<file path="src/rtl/next_pc_unit.sv">
// rtl/next_pc_unit.sv - PC register with next-PC selection, return-address stack and alignment fault
module next_pc_unit #(
    parameter int               WIDTH     = 64,
    parameter logic [WIDTH-1:0] RESET_PC  = '0,
    parameter int               RAS_DEPTH = 4
) (
    input  logic             CLK,
    input  logic             Reset,
    input  logic             Stall,
    input  logic             Branch,
    input  logic             BranchNZ,
    input  logic             ALUZero,
    input  logic             Uncondbranch,
    input  logic             Link,
    input  logic             BranchReg,
    input  logic             Ret,
    input  logic [WIDTH-1:0] SignExtImm,
    input  logic [WIDTH-1:0] RegTarget,
    output logic [WIDTH-1:0] CurrentPC,
    output logic [WIDTH-1:0] NextPC,
    output logic [WIDTH-1:0] LinkAddr,
    output logic             RasEmpty,
    output logic             RasFull,
    output logic             RasMismatch,
    output logic             Fault
);

    localparam int PW = $clog2(RAS_DEPTH);
    localparam int CW = PW + 1;

    logic [WIDTH-1:0] ras [RAS_DEPTH];
    logic [PW-1:0]    ptr;
    logic [CW-1:0]    count;
    logic [PW-1:0]    pop_ptr;
    logic [WIDTH-1:0] branch_target;
    logic             active;
    logic             is_reg;
    logic             misalign;
    logic             set_fault;
    logic             do_push;
    logic             do_ret;

    assign branch_target = CurrentPC + (SignExtImm << 2);
    assign LinkAddr      = CurrentPC + WIDTH'(4);
    assign RasEmpty      = (count == '0);
    assign RasFull       = (count == CW'(RAS_DEPTH));
    assign pop_ptr       = ptr - PW'(1);

    always_comb begin
        NextPC = LinkAddr;
        if (Uncondbranch)
            NextPC = branch_target;
        else if (BranchReg)
            NextPC = RegTarget;
        else if (Branch && (ALUZero ^ BranchNZ))
            NextPC = branch_target;
    end

    // Uncondbranch masks BranchReg entirely: no pop and no alignment check.
    assign active    = ~Stall & ~Fault;
    assign is_reg    = active & ~Uncondbranch & BranchReg;
    assign misalign  = |RegTarget[1:0];
    assign set_fault = is_reg & misalign;
    assign do_ret    = is_reg & ~misalign & Ret;
    assign do_push   = active & Uncondbranch & Link;

    always_ff @(posedge CLK) begin
        if (Reset) begin
            CurrentPC   <= RESET_PC;
            ptr         <= '0;
            count       <= '0;
            RasMismatch <= 1'b0;
            Fault       <= 1'b0;
        end else begin
            RasMismatch <= 1'b0;
            if (set_fault)
                Fault <= 1'b1;
            else if (active)
                CurrentPC <= NextPC;
            if (do_push) begin
                ptr <= ptr + PW'(1);
                if (!RasFull)
                    count <= count + CW'(1);
            end
            if (do_ret) begin
                if (!RasEmpty) begin
                    ptr         <= pop_ptr;
                    count       <= count - CW'(1);
                    RasMismatch <= (ras[pop_ptr] != RegTarget);
                end else begin
                    RasMismatch <= 1'b1;
                end
            end
        end
    end

    // Entries are don't-care after reset, so the storage carries no reset.
    always_ff @(posedge CLK) begin
        if (!Reset && do_push)
            ras[ptr] <= LinkAddr;
    end

endmodule
</file>
<file path="config.mk">
export PLATFORM = sky130hd
export DESIGN_NAME = next_pc_unit
export DESIGN_NICKNAME = d
export VERILOG_FILES = /design/src/rtl/next_pc_unit.sv
export SDC_FILE = /design/constraint.sdc
export NUM_CORES = 1
export LEC_CHECK = 0
export ABC_CLOCK_PERIOD_IN_PS = 8530
export CORE_MARGIN = 1.5
export CORE_UTILIZATION = 50
export CTS_CLUSTER_DIAMETER = 50
export DETAILED_ROUTE_END_ITERATION = 10
export GPL_ROUTABILITY_DRIVEN = 1
export PLACE_DENSITY_LB_ADDON = 0.3
export RECOVER_POWER = 50
export SLEW_MARGIN = 20
export SYNTH_ARGS = -nofsm -noshare
export SYNTH_HDL_FRONTEND = slang
export SYNTH_SLANG_ARGS = --single-unit
</file>
<file path="constraint.sdc">
create_clock -name CLK -period 8.53 [get_ports CLK]
set_clock_uncertainty 0.15 [all_clocks]
set_input_delay 2.559 -clock CLK [delete_from_list [all_inputs] [get_ports CLK]]
set_output_delay 2.559 -clock CLK [all_outputs]
set_load 0.05 [all_outputs]
</file>
# == Word-level counts from Yosys, hierarchy flattened ==
# Memories as Yosys holds them, arrays and structs flattened.
# Index checks and enable logic that the tools add are counted.
# totals
ff_bits,71
input_bits,138
wordCells,49
n_memories,1
out_inout_bits,196
ramBits,256
# classes
addsub,6
bitwise,15
n_mux,13
eq_ne,2
n_reduce_logical,7
# memory_table
memory,words,word_bits,rd,rd_clocked_by_memory_dff,write_ports,line,rtl
ras,4,64,1,0,1,31,logic [WIDTH-1:0] ras [RAS_DEPTH];
# ops
op,count
64-bit 2-to-1 mux,3
"64-bit by 3-bit adder with 64-bit output, second input constant",1
64-bit adder,1
64-bit inequality test,1
3-bit 2-to-1 mux,4
1-bit AND,8
2-bit 2-to-1 mux,3
1-bit inverter,6
2-bit OR reduction,2
"3-bit by 1-bit adder with 3-bit output, second input constant",1
"3-bit == test, second input constant",1
3-bit zero test,1
1-bit 2-to-1 mux,3
"3-bit by 1-bit subtractor with 3-bit output, second input constant",1
"2-bit by 1-bit adder with 2-bit output, second input constant",1
1-bit logical AND,2
2-bit AND reduction,1
"2-bit by 1-bit subtractor with 2-bit output, second input constant",1
1-bit zero test,1
1-bit bitwise XOR,1

# == Depth between registers and ports, before layout ==
# logic_depth
depth_word,8
depth_mapped,15
ltp_nobuf,12

# == Worst setup path after synthesis ==
# Ideal clock, no wire load.
# synth_path
path_kind,input-to-output
start,input SignExtImm[0]
end,output NextPC[56]
setup_slack_ns,-0.038
n_path_buf,0
required_time_ns,5.821
cell_stages,12
t_arrival_ns,5.859
cell_sequence,ha_1 -> fa_1 -> a211oi_1 -> o21ai_1 -> a2bb2oi_1 -> a221o_1 -> nand2_1 -> a31oi_2 -> o21ai_2 -> a31oi_1 -> mux2i_1 -> a211oi_1
# synth_via
elab_chain_len,4
# synth_rtl
element,line,rtl
from (decl),17,"input logic [WIDTH-1:0] SignExtImm,"
64-bit adder (*),43,assign branch_target = CurrentPC + (SignExtImm << 2);
64-bit 2-to-1 mux,55,else if (Branch && (ALUZero ^ BranchNZ))
64-bit 2-to-1 mux,53,else if (BranchReg)
64-bit 2-to-1 mux (*),51,if (Uncondbranch)
to (decl),20,"output logic [WIDTH-1:0] NextPC,"
# Mark *: on every way between the ends. The rest lies on a longest branch, timed or not.

# == Worst setup path after layout ==
# layout_path
start,input SignExtImm[36]
end,output NextPC[51]
# The elaborated chain is that of the path after synthesis.

==> reports/metrics.cfg <==
[power]
ir_drop_uv=169.0
total_power_mw=5.515
power_density_nw_per_um2=211.9
p_leak_nw=10.05

[final_layout]
num-fill-cells=2776
multiInputGateArea_sq_um=9668
nNetsFinal=2404
layout-drive-gt1-share=0.1925
area_growth_pct=36.24
regArea_sq_um=9112
fin_area_sq_um=26020

[die]
die_width_microns=198.5
die_h_microns=198.5
die_area_sq_um=39380
rows=71
io_pins=334
start_util=0.5071
core_sq_um=37670

[logic_synthesis]
synth_fp_nets=1963
netlist_instances=1755
synth_largest_area_cell=edfxtp_1
synth_ff_type=edfxtp_1
synth_edf_count=256
synth_area_leaders=edfxtp_1 40%, mux4_2 7.5%, dfxtp_1 7.4%
synthArstFlopShare=0
synthesis.area_sq_um=19100
synth_seq_cells=327
yosysWarnings=0
synth_cell_types=85
avgSynthCellArea_sq_um=10.88
synth.top_cell.area_share=0.4025
yosysMostFrequentCell=edfxtp_1
synth_commonest_cells=256 x edfxtp_1, 176 x nand2_1, 138 x a21oi_1, 118 x nor2_1, 83 x xnor2_1
ys_seq_area_frac=0.4769

[worst_setup_path]
rr_endpoint=CurrentPC[46]
worst_ep_arrival_time_ns=5.80
r2r_slack_ns=3.49
cp.required_ns=5.82
criticalPathCategory=input port to output port
reg2regPathDepth=10
cp_max_fo=5
startpoint_type=input port
end_kind=output port
rr_startpoint=CurrentPC[2]

[grt]
overflow=0
grt_pass1_vias=16760
antenna_found_initial=1
grt_start_max_net_pins=48
grt.total_usage=0.3872
grt_pass1_wl_mm=109.7

[clocking]
cts_hold_buf=0
path_clk_slew_ns=0.06
cts_buffers=41
cts.sinks=327
clk_latency_ns=0.59
htree_levels=2
root_buffer=clkbuf_16
clockBufferDepth=3
cts_tree=done

[placed_design]
dpl-instance-area_sq_um=24360
hpwl_mm=57.89
gp_congestion=0.9532
io_buffers=331

[timing]
worstMarginPinSlew_ns=2.359
fin_crit_sh=0.9974
slew_viol_final=49
min_period_ns=8.507
setup_viol=0
fmax_ghz=0.1175
hold_viol=0
slew_headroom=-0.5725

[flow_run]
cap_violations=2

[detailed_routing]
drt_first_pass_iters=7
drtIter0Drc=1944
ant_nets=0
postRouteWirelength_mm=76.50
routed_via_density=6.331
wl_per_cell_microns=27.91
vias=17350
detail_route.drc_violations=0

[outcome]
status=finished, violations left
violations=capacitance limit, slew limit

[min_path]
hold_end=Fault
hp-class=register to register
holdPathStages=2
worstHoldStart=Fault

## cell usage in the layout, fill, tap and decap left out, types with 64 or more instances in the layout
| cell | Yosys | final |
|---|---|---|
| nand2_1 | 176 | 175 |
| mux4_2 | 64 | 64 |
| a21oi_1 | 138 | 130 |
| xnor2_1 | 83 | 85 |
| buf_4 | 4 | 158 |
| dfxtp_1 | 71 | 70 |
| nor2_1 | 118 | 115 |
| xor2_1 | 66 | 66 |
| edfxtp_1 | 256 | 256 |
| clkdlybuf4s50_1 | 0 | 199 |
## report_power, final
part / leakage, nW / internal [mW] / switching [mW]
Combinational: 6.45 / 0.738 / 1.16
Clock: 0.680 / 0.994 / 0.760
Sequential: 2.93 / 1.77 / 0.0866
## logic make-up after synthesis
| kind of cell | synth area share |
|---|---|
| xor+xnor | 0.07088 |
| simple gates | 0.1374 |
| flops | 0.4769 |
| buf+inv | 0.03177 |
| fa+ha+maj | 0.04625 |
| compound gates | 0.1535 |
| mux | 0.08332 |
## worst max path at each step
stage | endpoint | slack (ns) | depth (start not counted) | start
2_1_floorplan | NextPC[36] | 0.11 | 10 | SignExtImm[0]
3_3_place_gp | NextPC[62] | -0.28 | 14 | SignExtImm[0]
6_report | NextPC[51] | 0.02 | 14 | SignExtImm[36]
4_1_cts | NextPC[54] | -0.004 | 15 | SignExtImm[0]
3_5_place_dp | NextPC[48] | -0.30 | 16 | SignExtImm[0]
5_1_grt | NextPC[63] | -0.07 | 13 | SignExtImm[34]
## per-stage QoR
stage	instances	utilization	setup WS (ns)	TNS (ns)	hold WS, ns
floorplan	1755	-	0.1122	0	0.3620
global placement	2659	0.6467	-0.2762	-2.511	0.3482
detailed placement	2659	0.6467	-0.3013	-3.219	0.3568
CTS	2736	0.6873	-0.004324	-0.004324	0.3660
global route	2740	0.6908	-0.07269	-0.09165	0.4444
finish	2741	0.6909	0.02253	0	0.3653
## state kept, by name, indices dropped and copies added (netlist names)
name and cells:
RasMismatch 1, Fault 1, CurrentPC 64, ptr 2, ras 256, count 3
## final cells by class
| class | count | area share |
|---|---|---|
| Antenna cell | 2 | 0.0001923 |
| Clock buffer | 47 | 0.04106 |
| Clock inverter | 28 | 0.01197 |
| Inverter | 58 | 0.008366 |
| Multi-Input combinational cell | 1279 | 0.3715 |
| Sequential cell | 327 | 0.3502 |
| Tap cell | 511 | 0.02457 |
| Timing Repair Buffer | 489 | 0.1922 |
## critical path: stages
cell and delay, ns:
clkdlybuf4s50_1 0.49, ha_2 0.43, nand4_1 0.15, nor3_2 0.25
and2_1 0.15, inv_1 0.05, or4_1 0.54, o2111ai_1 0.23
a31oi_1 0.20, xnor2_1 0.23, a21oi_1 0.10, buf_4 0.16
inv_1 0.06, buf_4 0.19
## what timing repair did
item	4_1_cts	5_1_grt
endpoints found under the setup margin	24	27
endpoints found under the hold margin	0	0
pin swaps	9	19
gates resized for setup	26	41
buffers inserted	2	3
## layer usage
layer	GRT usage	part of all wire	up-vias
li1	-	-	7526
met1	0.5468	0.40	8464
met2	0.5831	0.44	1195
met3	0.07647	0.12	169
met4	0.1639	0.043	0
met5	0	0	-
Power figures use the tool's default switching activity.
